File: src/rtl/tdm_pkg.sv
// Shared definitions for the 1-bit TDM link (transmitter and receiver).
//   tdm_state_t : receiver framing states (IDLE waits for slot 0, COLLECT fills slots)
//   slot_width  : width of a slot index for an n-slot frame
package tdm_pkg;

  typedef enum logic {
    ST_IDLE    = 1'b0,
    ST_COLLECT = 1'b1
  } tdm_state_t;

  // Slot index width for an n-slot frame. Both ends of the link must agree on
  // this, so it lives here rather than in either module. n < 2 is not a legal
  // frame size; it still yields a 1-bit index so nothing collapses to zero width.
  function automatic int slot_width(input int n);
    return (n < 2) ? 1 : $clog2(n);
  endfunction

endpackage

File: src/rtl/tdm_demux_1bit_mod_n_counter.sv
// Modulo-n counter used as the TDM slot index (and as the mux select on the
// transmit side).
//   clk       : rising-edge clock
//   reset     : synchronous, active-high; count returns to 0
//   clr_in    : restart the count at slot 0
//   en_in     : advance the count by one slot (wraps n-1 -> 0)
//   count_out : current slot index, 0..n-1
//   last_out  : count_out == n-1
// clr_in and en_in together mean "this cycle is slot 0 and it is consumed",
// so the count lands on 1. That lets a frame start be a single-cycle event.
module mod_n_counter
  import tdm_pkg::*;
#(
  parameter int n = 4,
  localparam int W = slot_width(n)
) (
  input  logic         clk,
  input  logic         reset,
  input  logic         clr_in,
  input  logic         en_in,
  output logic [W-1:0] count_out,
  output logic         last_out
);

  localparam logic [W-1:0] LAST = W'(n - 1);
  localparam logic [W-1:0] ONE  = W'(1);

  logic [W-1:0] count;

  // NOTE: sequential state is written with non-blocking assignments only, so
  // every flop samples the pre-edge values of its neighbours.
  always_ff @(posedge clk) begin
    if (reset) begin
      count <= '0;
    end else if (clr_in) begin
      count <= en_in ? ONE : '0;
    end else if (en_in) begin
      count <= (count == LAST) ? '0 : count + ONE;
    end
  end

  assign count_out = count;
  assign last_out  = (count == LAST);

endmodule

File: src/rtl/tdm_demux_1bit.sv
// Receive end of the 1-bit TDM link: steers each serial bit back to its slot
// and presents the rebuilt word once all slots of a frame have arrived.
//   clk       : rising-edge clock
//   reset     : synchronous, active-high; discards any partial frame, q_out -> 0
//   d_in      : serial data bit for the current slot
//   en_in     : d_in is valid this cycle (bits are consumed only when high)
//   sync_in   : the bit on d_in is slot 0 of a frame (qualified by en_in)
//   s_out     : slot index the next consumed bit will be written to
//   q_out     : last complete frame, bit k = bit received in slot k
//   valid_out : one-cycle pulse, q_out updated this cycle
//   err_out   : one-cycle pulse, sync seen mid-frame (partial frame dropped)
// Legal for outputs >= 2; outputs need not be a power of two.
module tdm_demux_1bit
  import tdm_pkg::*;
#(
  parameter int outputs = 4,
  localparam int SLOT_W = slot_width(outputs)
) (
  input  logic               clk,
  input  logic               reset,
  input  logic               d_in,
  input  logic               en_in,
  input  logic               sync_in,
  output logic [SLOT_W-1:0]  s_out,
  output logic [outputs-1:0] q_out,
  output logic               valid_out,
  output logic               err_out
);

  tdm_state_t         state, state_next;
  logic [outputs-1:0] hold, hold_next;
  logic [outputs-1:0] q_next;
  logic               valid_next, err_next;
  logic               cnt_clr, cnt_en;
  logic               slot_last;

  // Slot index. It only reaches 0 again through frame completion, a restart,
  // or reset, so in IDLE it always reads 0.
  mod_n_counter #(
    .n (outputs)
  ) u_slot_cnt (
    .clk       (clk),
    .reset     (reset),
    .clr_in    (cnt_clr),
    .en_in     (cnt_en),
    .count_out (s_out),
    .last_out  (slot_last)
  );

  // Next-state / datapath decode.
  // NOTE: every signal written here gets a default first; a path that leaves
  // one unassigned would infer a latch.
  always_comb begin
    state_next = state;
    hold_next  = hold;
    q_next     = q_out;
    valid_next = 1'b0;
    err_next   = 1'b0;
    cnt_clr    = 1'b0;
    cnt_en     = 1'b0;

    unique case (state)
      ST_IDLE: begin
        // Non-sync bits while idle are line noise before the first frame
        // start; they are dropped silently.
        if (en_in && sync_in) begin
          hold_next    = '0;
          hold_next[0] = d_in;
          cnt_clr      = 1'b1;
          cnt_en       = 1'b1;
          state_next   = ST_COLLECT;
        end
      end

      ST_COLLECT: begin
        if (en_in) begin
          if (sync_in) begin
            // In COLLECT the slot index is never 0, so a sync here always
            // lands mid-frame: flag it and restart with this bit as slot 0.
            // Clearing the holding word keeps stale bits out of the next frame.
            err_next     = 1'b1;
            hold_next    = '0;
            hold_next[0] = d_in;
            cnt_clr      = 1'b1;
            cnt_en       = 1'b1;
          end else begin
            hold_next[s_out] = d_in;
            cnt_en           = 1'b1;
            if (slot_last) begin
              // Publish the word including the bit arriving right now, so the
              // frame is visible on the edge that samples its last slot.
              q_next     = hold_next;
              valid_next = 1'b1;
              state_next = ST_IDLE;
            end
          end
        end
      end
    endcase
  end

  // NOTE: the holding word is a handful of flops, not a memory, so it is reset
  // along with everything else; a discarded frame can never leak into q_out.
  always_ff @(posedge clk) begin
    if (reset) begin
      state     <= ST_IDLE;
      hold      <= '0;
      q_out     <= '0;
      valid_out <= 1'b0;
      err_out   <= 1'b0;
    end else begin
      state     <= state_next;
      hold      <= hold_next;
      q_out     <= q_next;
      valid_out <= valid_next;
      err_out   <= err_next;
    end
  end

endmodule

File: config.mk
export PLATFORM = sky130hd
export DESIGN_NAME = tdm_demux_1bit
export DESIGN_NICKNAME = d
export VERILOG_FILES = /design/src/rtl/tdm_pkg.sv /design/src/rtl/tdm_demux_1bit_mod_n_counter.sv /design/src/rtl/tdm_demux_1bit.sv
export SDC_FILE = /design/constraint.sdc
export NUM_CORES = 1
export LEC_CHECK = 0
export CAP_MARGIN = 15
export CORE_ASPECT_RATIO = 0.9
export CORE_MARGIN = 4
export CORE_UTILIZATION = 35
export CTS_CLUSTER_SIZE = 25
export DETAILED_ROUTE_END_ITERATION = 16
export RECOVER_POWER = 100
export REMOVE_ABC_BUFFERS = 1
export SLEW_MARGIN = 5
export SYNTH_ARGS = -nofsm -noshare
export SYNTH_HDL_FRONTEND = slang
export SYNTH_SLANG_ARGS = --single-unit
File: constraint.sdc
create_clock -name clk -period 1.3 [get_ports clk]
set_clock_uncertainty 0.15 [all_clocks]
set_input_delay 0.26 -clock clk [delete_from_list [all_inputs] [get_ports clk]]
set_output_delay 0.26 -clock clk [all_outputs]
set_load 0.03 [all_outputs]
# Word-level counts from Yosys, hierarchy flattened

Cells that the tools add are included.

Output and inout port bits: 8
Input bits: 5
Register bits: 13

Reductions and logical operators: 7
Eq/ne operators: 3
$add $sub $neg: 1
Bitwise logic cells: 3
Order comparisons: 2
Mux-type cells: 22

Operators with widths:

| kind                | count |
|---|---|
| $mux 4              | 3 |
| $mux 1              | 10 |
| $pmux 4 s2          | 1 |
| $mux 2              | 3 |
| $pmux 1 s2          | 3 |
| $bwmux 4            | 1 |
| $ne 2x2->1 const B  | 2 |
| $reduce_and 4->1    | 1 |
| $reduce_or 4->1     | 1 |
| $lt 2x3->1 const B  | 1 |
| $not 1->1           | 3 |
| $add 2x1->2 const B | 1 |
| $demux 1 s2         | 1 |
| $eq 2x2->1 const B  | 1 |
| $ge 2x1->1 const B  | 1 |
| $logic_and 1x1->1   | 2 |
| $reduce_and 2->1    | 1 |
| $reduce_bool 2->1   | 1 |
| $reduce_or 2->1     | 1 |

# Depth between registers and ports, before layout

Gate-level depths: netlist of run 1.

Depth in word-level cells: 8
Gate-level depth with buffers: 5

# Hierarchy

A second synthesis of run 1 with hierarchy kept.

Cells, all modules: 60
Area, all modules: 586.8 µm²

By module, submodules not included:

| module         | sequential area each (µm²) | area each (µm²) | times used | cells an instance |
|---|---|---|---|---|
| tdm_demux_1bit | 220.2                      | 484.2           | 1          | 51 |
| mod_n_counter  | 40.0                       | 102.6           | 1          | 9 |

# Least setup slack after synthesis of run 1

OpenSTA, ideal clock, no wires.

Path kind: register to register
Start: register u_slot_cnt.count[0] (netlist: u_slot_cnt.count_out[0])
End: register hold[0]
Stages on the path, launching flop included: 5
Path slack: -315 ps
Buffers on the path: 0
Arrival time: 1349 ps
Path through: dfxtp_1 -> inv_1 -> ha_1 -> a21o_2 -> a41o_1

Longest elaborated chain between the ends: 8
Elaborated cells between the ends (all ways): 9
Classes of those cells: order compare: 2; mux: 6; reduce/logical: 1

Ends and longest elaborated chain:

| item                                                           | line                               | text |
|---|---|---|
| start: declaration                                             | tdm_demux_1bit_mod_n_counter.sv:28 | `logic [W-1:0] count;` |
| start signal: assignment                                       | tdm_demux_1bit_mod_n_counter.sv:36 | `count <= en_in ? ONE : '0;` |
| start signal: assignment                                       | tdm_demux_1bit_mod_n_counter.sv:38 | `count <= (count == LAST) ? '0 : count + ONE;` |
| $lt 2x3->1 (implied by the code) or $ge 2x1->1 (tied branches) | tdm_demux_1bit.sv:87               | `hold_next[s_out] = d_in;` |
| $logic_and 1x1->1 (implied by the code)                        | tdm_demux_1bit.sv:87               |  |
| $mux 1 (implied by the code)                                   | tdm_demux_1bit.sv:87               |  |
| $demux 1 s2 (*)                                                | tdm_demux_1bit.sv:87               |  |
| $bwmux 4 (*)                                                   | tdm_demux_1bit.sv:87               |  |
| $mux 4 (*)                                                     | tdm_demux_1bit.sv:77               | `if (sync_in) begin` |
| $mux 4 (*)                                                     | tdm_demux_1bit.sv:76               | `if (en_in) begin` |
| $pmux 4 s2 (*)                                                 | tdm_demux_1bit.sv:62               | `unique case (state)` |
| end signal: assignment                                         | tdm_demux_1bit.sv:113              | `hold <= hold_next;` |
| end: declaration                                               | tdm_demux_1bit.sv:31               | `logic [outputs-1:0] hold, hold_next;` |

Every way passes the cells marked *; elsewhere a longest branch is shown, timed or not. The select of a mux whose other input is x is not followed.
A chain may end at the register's enable or synchronous reset.

# Final worst setup path of run 1

Start: register u_slot_cnt.count[1] (netlist: u_slot_cnt.count_out[1])
End: register hold[3]

Same word-level chain as after synthesis.

==> summary.txt, run 1 <==
Outcome -> finished, violations left
Failing checks -> negative setup slack
Setup ws final -> -56.9 ps
CTS buffer count -> 3
Setup CP Type -> reg2reg
Synth Warn # -> 0
WL met1 -> 712 µm
Number of global-route vias before repair -> 600
Synth unique cells -> 24
Worst Path Arrival -> 1370 ps
FILL cells -> 160
Max incr delay on CP -> 410 ps
Die H -> 50.0 µm
Synth Register Bits -> 13
Placer Congestion -> 0.715
Final WL -> 1480 µm
Max-Cap Viols -> 0
H-tree depth -> 1
CP cell instances -> ha_1 > a21o_2 > nand2_1 > a32o_1
Area grow syn2layout -> 46.5%
Buf/Inv on CP -> 0
Slew @ Worst Pin -> 236 ps
Worst EP required -> 1320 ps
# IOs -> 13
Max frequency -> 737 MHz
Layout cells sized above 1 -> 0.521
Critical Path Slowest Stage Cell -> dfxtp_4
Vias/cell -> 4.94
Commonest cells post-synth -> 13 x dfxtp_1, 6 x nand2_1, 5 x ha_1
Per-cell routed wire length -> 12.3 µm
Final setup vio count -> 9
Post-Syn Area -> 686 µm²
Final-report hold violation count -> 0
LEAKAGE -> 0.000455 µW
Die X -> 54.7 µm
TritonRoute pass-1 iters -> 4
Min Clock Period, post-route -> 1360 ps
Post-route ant nets -> 0
Tot Pwr -> 801 µW
# diodes -> 0
Routed via count -> 593
DR WL met3 -> 74 µm
TritonCTS clock tree -> yes
Worst-Skew Late Latency -> 270 ps
GRT Overall Usage -> 0.133
Starting Density -> 0.388
Avg Synthesized Cell Area -> 10.1 µm²
CTS Root Cell -> clkbuf_4
Top post-synthesis cells by area -> dfxtp_1 38%, ha_1 9.1%, a211oi_2 7.3%
Reg2Reg Setup Slack -> -60 ps
Nets -> 107
GRT overflow -> 0
Post-synth top area cell -> dfxtp_1
Crit-path max FO -> 6
Layout Utilization -> 0.568
Initial antenna violation count -> 0
Metal2 WL -> 683 µm
Post-Layout Cell Count -> 120
RSZ-0062 raised after global routing -> yes
# placed instances -> 115
Dpl hpwl -> 1140 µm
VDD IR max -> 0.000472 V
Core area -> 0.00177 mm²
Endpoint type of the worst setup path -> flop
Post-synth EDFFs -> 0
Crit-path leading delay family -> flip-flops
Row Count -> 14
Fin crit share -> 1.04
Hold Slack -> 256 ps
CTS max path bufs -> 2
CP Launch Type -> flop
Max Used Layer -> met4
Area share of the largest cell type after synthesis -> 0.380
Number of port buffers -> 12
Count leader, synth -> dfxtp_1
Largest net degree at the start of global routing -> 9
Post-Synthesis Cells -> 68
Die area -> 0.00273 mm²
First-pass GRT wire length -> 2640 µm
Max_slew headroom -> 0.842
DR iter-0 viols -> 14
Slew Viols, Final -> 0
Worst Hold Class -> in2reg
Clock slew seen by the registers of the worst setup and hold paths -> 90 ps
Async S/R FF share, synth -> 0
Post-route DRC violation count -> 0
Post-synth top flop -> dfxtp_1
Num Clock Sinks -> 13
Sequential area share after synthesis -> 0.380
Pwr Density -> 797 mW/mm²
[worst reg2reg max path: stages, from the launching register on]
cell,delay [ps]
dfxtp_4,410
ha_1,250
a21o_2,150
nand2_1,40
a32o_1,240
[logic make-up after synthesis]
| kind of cell | synth area share |
|---|---|
| flops | 0.380 |
| mux | 0.0584 |
| buf+inv | 0.0712 |
| compound gates | 0.235 |
| fa+ha+maj | 0.0912 |
| simple gates | 0.164 |
[flip-flops by register name, indices dropped and copies added (netlist names)]
signal,count
q_out,4
u_slot_cnt.count_out,2
valid_out,1
state,1
err_out,1
hold,4
[metal layers]
metal / GRT usage / vias up
met4: 0.0498 / 0
met1: 0.175 / 279
met3: 0.0361 / 2
li1: - / 300
met2: 0.201 / 12
met5: 0 / -
[layout by cell type (no fill, tap or decap), types with 3 or more instances in the layout]
cell type / Yosys / final
buf_4: 0 / 19
dfxtp_1: 13 / 11
ha_4: 0 / 3
mux2i_1: 4 / 4
buf_6: 2 / 3
a211oi_2: 4 / 4
a21o_2: 4 / 4
clkbuf_4: 0 / 3
nand2_1: 6 / 6
a32o_1: 3 / 3
[where the power goes]
part	total (µW)	switching [µW]	internal, µW
registers	415	11.7	403
clock network	254	140	114
logic	133	60.9	71.8
[per-stage QoR]
stage / setup TNS (ps) / setup WS, ps / area, µm²
2_1_floorplan: -2830 / -388 / 648
3_3_place_gp: -3680 / -367 / 911
3_5_place_dp: -3630 / -361 / 911
4_1_cts: -250 / -36.2 / 998
5_1_grt: -933 / -105 / 1000
6_report: -357 / -56.9 / 1000
[timing repair]
action | in CTS | in global routing
setup buffers | 1 | 0
endpoints found under the hold margin | 0 | 0
hold buffers | 0 | 0
endpoints found under the setup margin | 12 | 13
gates resized for setup | 17 | 4
pin swaps | 5 | 0
[final cells by class]
cell class | count | area, µm² | share of cell area
Clock buffer | 3 | 22.5 | 0.0224
Multi-Input combinational cell | 47 | 427 | 0.425
Tap cell | 24 | 30.0 | 0.0299
Inverter | 3 | 11.3 | 0.0112
Sequential cell | 13 | 268 | 0.267
Timing Repair Buffer | 29 | 241 | 0.240
Clock inverter | 1 | 5.00 | 0.00498
[path summary, 6_finish.rpt]
| check | start | endpoint | depth (start not counted) |
|---|---|---|---|
| worst max-delay path | u_slot_cnt.count_out[1] | hold[3] | 4 |
| worst min-delay path | reset | u_slot_cnt.count_out[0] | 3 |
| worst max register to register | u_slot_cnt.count_out[1] | hold[3] | 4 |
| worst min register to register | hold[2] | hold[2] | 1 |
(Power assumes the default switching activity.)
==> run 2, diff against run 1 <==
--- a/config.mk
+++ b/config.mk
@@ -8,9 +8,10 @@
 export CAP_MARGIN = 15
 export CORE_ASPECT_RATIO = 0.9
 export CORE_MARGIN = 4
-export CORE_UTILIZATION = 35
+export CORE_UTILIZATION = 45
 export CTS_CLUSTER_SIZE = 25
 export DETAILED_ROUTE_END_ITERATION = 16
+export PLACE_DENSITY = 0.71
 export RECOVER_POWER = 100
 export REMOVE_ABC_BUFFERS = 1
 export SLEW_MARGIN = 5
==> constraint.sdc (replaced) <==
create_clock -name clk -period 1.5 [get_ports clk]
set_clock_uncertainty 0.15 [all_clocks]
set_input_delay 0.3 -clock clk [delete_from_list [all_inputs] [get_ports clk]]
set_output_delay 0.3 -clock clk [all_outputs]
set_load 0.03 [all_outputs]
==> run 2 against run 1 <==
  * The run now ends clean
  * Highest routed layer is now met3
  * Die area fell by 19%
  * Sequential cell count did not move
  * Critical path depth fell by 3
  * Design area fell by 14%
  * Setup slack improved by 110 ps
  * Critical endpoint is now q_out[1]
  * Register-to-register slack improved by 170 ps
==> summary.txt, run 2 (same netlist as run 1, synthesis figures left out) <==
Outcome -> finished clean (was finished, violations left)
Starting Density -> 0.474 (was 0.388)
TritonRoute pass-1 iters -> 4 (unchanged)
Per-cell routed wire length -> 14.0 µm (was 12.3 µm)
Placer Congestion -> 0.812 (was 0.715)
Pwr Density -> 773 mW/mm² (was 797 mW/mm²)
Routed via count -> 569 (was 593)
GRT overflow -> 0 (unchanged)
Die area -> 0.00221 mm² (was 0.00273 mm²)
Hold path cells -> 2 (was 3)
Critical path depth in cells -> 1 (was 4)
Register area -> 265 µm² (was 268 µm²)
DR WL met3 -> 85 µm (was 74 µm)
Final WL -> 1430 µm (was 1480 µm)
Max incr delay on CP -> 370 ps (was 410 ps)
Most common cell after layout, fill and taps aside -> dfxtp_1 (was buf_4)
Buf/Inv on CP -> 1 (was 0)
CTS buffer count -> 3 (unchanged)
Worst EP required -> 1050 ps (was 1320 ps)
Max_slew headroom -> 0.792 (was 0.842)
TritonCTS clock tree -> yes (unchanged)
Final setup vio count -> 0 (was 9)
CTS Root Cell -> clkbuf_4 (unchanged)
Hold buffer count at CTS -> 0 (unchanged)
Die X -> 49.1 µm (was 54.7 µm)
DR iter-0 viols -> 10 (was 14)
H-tree depth -> 1 (unchanged)
Area grow syn2layout -> 25.4% (was 46.5%)
Fin crit share -> 0.965
Min Clock Period, post-route -> 1450 ps
Setup ws final -> 52.6 ps (was -56.9 ps)
Reg2Reg Depth -> 5 (was 4)
Dpl hpwl -> 1080 µm (was 1140 µm)
LEAKAGE -> 0.000391 µW (was 0.000455 µW)
Slew @ Worst Pin -> 313 ps (was 236 ps)
Max frequency -> 691 MHz
Max Used Layer -> met3 (was met4)
Max-Cap Viols -> 0 (unchanged)
Slew Viols, Final -> 0 (unchanged)
Number of port buffers -> 12 (unchanged)
Worst Hold Class -> reg2reg (was in2reg)
Vias/cell -> 5.58 (was 4.94)
CP cell instances -> clkdlybuf4s15_1 (was ha_1 > a21o_2 > nand2_1 > a32o_1)
Post-route DRC violation count -> 0 (unchanged)
Crit-path max FO -> 2 (was 6)
WL met1 -> 633 µm (was 712 µm)
Layout cells sized above 1 -> 0.345 (was 0.521)
Setup CP Type -> reg2out (was reg2reg)
Row Count -> 13 (was 14)
# IOs -> 13 (unchanged)
Number of global-route vias before repair -> 551 (was 600)
Clock slew seen by the registers of the worst setup and hold paths -> 80 ps (was 90 ps)
Num Clock Sinks -> 13 (unchanged)
Final-report hold violation count -> 0 (unchanged)
Worst Path Arrival -> 1000 ps (was 1370 ps)
Largest net degree at the start of global routing -> 12 (was 9)
Worst-Skew Late Latency -> 270 ps (about the same)
Initial antenna violation count -> 0 (unchanged)
Nets -> 98 (was 107)
Area of the multi-input gates -> 377 µm² (was 427 µm²)
Post-Place Worst Slack -> -173 ps (was -361 ps)
Critical Path Slowest Stage Cell -> clkdlybuf4s15_1 (was dfxtp_4)
RSZ-0062 raised after global routing -> no (was yes)
Core area -> 0.00145 mm² (was 0.00177 mm²)
Tot Pwr -> 665 µW (was 801 µW)
Endpoint type of the worst setup path -> output port (was flop)
Final std cell area, no fill -> 860 µm² (was 0.00100 mm²)
CP Launch Type -> flop (unchanged)
Metal2 WL -> 711 µm (was 683 µm)
CTS max path bufs -> 2 (unchanged)
Post-route ant nets -> 0 (unchanged)
FILL cells -> 141 (was 160)
# diodes -> 0 (unchanged)
Most frequent cells in the layout -> 11 x dfxtp_1, 6 x nand2_1, 6 x buf_4 (was 19 x buf_4, 11 x dfxtp_1, 6 x nand2_1)
Die H -> 45.0 µm (was 50.0 µm)
VDD IR max -> 0.000535 V (was 0.000472 V)
Crit-path leading delay family -> buffers and inverters (was flip-flops)
GRT Overall Usage -> 0.145 (was 0.133)
First-pass GRT wire length -> 2400 µm (was 2640 µm)
Area after DPL -> 840 µm² (was 911 µm²)
-- run 2: changes by cell type in the layout (fill, tap and decap cells not counted), sizes merged --
cell	delta
buf	-16
clkinv	-1
dlygate4sd3	+1
dlymetal6s2s	-1
clkdlybuf4s50	+2
clkbuf	+3
dlygate4sd2	+1
clkdlybuf4s15	+2
-- run 2: metrics by stage --
stage	setup TNS [ps]	hold WS [ps]	util	instances
after floorplan	-959	215	-	63
after global placement	-1050	329	0.580	98
after detailed placement	-1220	346	0.580	98
after CTS	0	365	0.594	102
after global routing	0	379	0.594	102
final	0	354	0.594	102
-- run 2: metal layers --
layer	vias to the layer above	track usage
met1	273	0.172
met4	0	0.0511
met3	0	0.0495
met5	-	0
met2	17	0.246
li1	279	-
-- run 2: final timing paths --
kind                      startpoint                 endpoint  slack [ps]
max                         q_out[1]                 q_out[1]          50
min          u_slot_cnt.count_out[0]  u_slot_cnt.count_out[0]         350
max reg2reg  u_slot_cnt.count_out[1]                 q_out[0]         110
min reg2reg  u_slot_cnt.count_out[0]  u_slot_cnt.count_out[0]         350
-- run 2: repair_timing --
item / CTS / global route
buffers inserted: 0 / 0
gates resized for setup: 5 / 8
endpoints found under the setup margin: 5 / 10
-- run 2: layout make-up --
class,instances,area share
clock buffer,4,0.0306
tap,15,0.0218
timing repair buffer,20,0.188
inverter,3,0.0131
multi-input combinational,47,0.438
sequential,13,0.309
-- run 2: power breakdown --
part | internal (µW) | total, µW | switching (µW)
logic | 43.4 | 88.7 | 45.4
registers | 351 | 360 | 8.62
clock network | 103 | 216 | 113
total | 498 | 665 | 167
==> run 3, diff against run 2 <==
--- a/config.mk
+++ b/config.mk
@@ -7,11 +7,11 @@
 export LEC_CHECK = 0
 export CAP_MARGIN = 15
 export CORE_ASPECT_RATIO = 0.9
-export CORE_MARGIN = 4
+export CORE_MARGIN = 2
 export CORE_UTILIZATION = 45
 export CTS_CLUSTER_SIZE = 25
 export DETAILED_ROUTE_END_ITERATION = 16
-export PLACE_DENSITY = 0.71
+export PLACE_DENSITY = 0.69
 export RECOVER_POWER = 100
 export REMOVE_ABC_BUFFERS = 1
 export SLEW_MARGIN = 5
==> run 3 against run 2 <==
  * First-iteration DRC count grew 30%
  * Global-route usage up 2.0 points
  * Setup slack worse by 6.2 ps
  * Sequential cell count is the same
  * Via count shrank 4.0%
  * Critical endpoint is now q_out[3]
  * Critical path type unchanged
  * Critical path depth stayed put
  * Wire length is 4.9% lower
==> summary.txt, run 3 (same netlist as run 1, synthesis figures left out) <==
Core area -> 0.00143 mm² (was 0.00145 mm²)
CTS buffer count -> 3 (unchanged)
Number of global-route vias before repair -> 471 (was 551)
Max-Cap Viols -> 0 (unchanged)
Buf/Inv on CP -> 1 (unchanged)
Dpl hpwl -> 1070 µm (was 1080 µm)
Nets -> 99 (was 98)
GRT overflow -> 0 (unchanged)
Crit-path leading delay family -> buffers and inverters (unchanged)
RSZ-0062 raised after global routing -> no (unchanged)
Per-cell routed wire length -> 13.2 µm (was 14.0 µm)
Final-report hold violation count -> 0 (unchanged)
Area of the multi-input gates -> 377 µm² (unchanged)
LEAKAGE -> 0.000392 µW (was 0.000391 µW)
Setup ws final -> 46.4 ps (was 52.6 ps)
Post-Layout Cell Count -> 103 (was 102)
Setup repair bufs after CTS -> 0 (unchanged)
DR iter-0 viols -> 13 (was 10)
# placed instances -> 99 (was 98)
Final WL -> 1360 µm (was 1430 µm)
GRT Overall Usage -> 0.165 (was 0.145)
Worst Path Arrival -> 1000 ps (about the same)
First-pass GRT wire length -> 2080 µm (was 2400 µm)
TritonCTS clock tree -> yes (unchanged)
Vias/cell -> 5.30 (was 5.58)
Area grow syn2layout -> 27.2% (was 25.4%)
Min Clock Period, post-route -> 1450 ps (about the same)
VDD IR max -> 0.000613 V (was 0.000535 V)
Crit-path max FO -> 2 (unchanged)
CTS max path bufs -> 2 (unchanged)
HP Start -> hold[2] (was u_slot_cnt.count_out[0])
Reg-to-Reg Start -> u_slot_cnt.count_out[1] (unchanged)
R2r endpoint -> q_out[3] (was q_out[0])
Hold path cells -> 1 (was 2)
CTS Root Cell -> clkbuf_4 (unchanged)
Tot Pwr -> 676 µW (was 665 µW)
FILL cells -> 122 (was 141)
Max frequency -> 688 MHz (was 691 MHz)
Critical Path Slowest Stage Cell -> clkdlybuf4s15_1 (unchanged)
Worst-Skew Late Latency -> 280 ps (was 270 ps)
Critical path depth in cells -> 1 (unchanged)
Die H -> 41.0 µm (was 45.0 µm)
Setup TNS -> 0 ps (unchanged)
Outcome -> finished clean (unchanged)
Post-route DRC violation count -> 0 (unchanged)
Largest net degree at the start of global routing -> 10 (was 12)
# diodes -> 0 (unchanged)
Setup CP Type -> reg2out (unchanged)
# IOs -> 13 (unchanged)
Max_slew headroom -> 0.760 (was 0.792)
Register area -> 265 µm² (unchanged)
Worst Hold Class -> reg2reg (unchanged)
Pwr Density -> 775 mW/mm² (was 773 mW/mm²)
Die X -> 45.1 µm (was 49.1 µm)
H-tree depth -> 1 (unchanged)
Slew Viols, Final -> 0 (unchanged)
Fin crit share -> 0.969 (was 0.965)
Placer Congestion -> 0.744 (was 0.812)
Reg2Reg Depth -> 5 (unchanged)
Num Clock Sinks -> 13 (unchanged)
Most common cell after layout, fill and taps aside -> dfxtp_1 (unchanged)
Layout cells sized above 1 -> 0.341 (was 0.345)
CP cell instances -> clkdlybuf4s15_1 (unchanged)
Final std cell area, no fill -> 872 µm² (was 860 µm²)
Starting Density -> 0.479 (was 0.474)
Endpoint type of the worst setup path -> output port (unchanged)
TritonRoute pass-1 iters -> 4 (unchanged)
Crit. Startpoint -> q_out[3] (was q_out[1])
Reg2Reg Setup Slack -> 90 ps (was 110 ps)
Max incr delay on CP -> 370 ps (about the same)
Number of port buffers -> 12 (unchanged)
Clock slew seen by the registers of the worst setup and hold paths -> 90 ps (was 80 ps)
Area after DPL -> 862 µm² (was 840 µm²)
Most frequent cells in the layout -> 11 x dfxtp_1, 6 x nand2_1, 6 x buf_4 (unchanged)
Worst Setup EP -> q_out[3] (was q_out[1])
Post-route ant nets -> 0 (unchanged)
Die area -> 0.00185 mm² (was 0.00221 mm²)
Final setup vio count -> 0 (unchanged)
Worst EP required -> 1050 ps (about the same)
Row Count -> 13 (unchanged)
Routed via count -> 546 (was 569)
Slew @ Worst Pin -> 361 ps (was 313 ps)
CP Launch Type -> flop (unchanged)
Post-Place Worst Slack -> -213 ps (was -173 ps)
Initial antenna violation count -> 0 (unchanged)
==> run 3: metrics by stage <==
step	hold WS, ps	util
finish	356	0.609
CTS	359	0.618
global placement	330	0.602
detailed placement	338	0.602
global route	389	0.609
floorplan	215	-
==> run 3: timing repair <==
| action | in CTS | in global routing |
|---|---|---|
| resized for setup | 8 | 7 |
| endpoints found under the setup margin | 11 | 9 |
| pin swaps | 0 | 0 |
| hold buffers | 0 | 0 |
| endpoints found under the hold margin | 0 | 0 |
==> run 3: area by class of cell <==
cell class | instances | area share
clock inverters | 1 | 0.00574
repair buffers | 21 | 0.198
inverters | 3 | 0.0129
well taps | 15 | 0.0215
clock buffers | 3 | 0.0258
flip-flops and latches | 13 | 0.304
multi-input cells | 47 | 0.432
==> run 3: report_power, final <==
| group | switching (µW) | internal, µW | total, µW |
|---|---|---|---|
| logic | 45.9 | 44.7 | 90.6 |
| registers | 9.38 | 351 | 360 |
| clock network | 126 | 99.0 | 225 |
==> run 3: worst min path at each step <==
stage | slack [ps] | to
floorplan | 210 | q_out[0]
global placement | 330 | hold[2]
detailed placement | 340 | hold[2]
CTS | 360 | hold[2]
global route | 390 | hold[2]
finish | 360 | hold[2]
==> run 3: routing by layer <==
layer / wire length, µm / track usage / vias up
li1: - / - / 284
met1: 696 / 0.202 / 251
met2: 612 / 0.271 / 11
met3: 52 / 0.0661 / 0
met4: 0 / 0.0441 / 0
met5: 0 / 0 / -
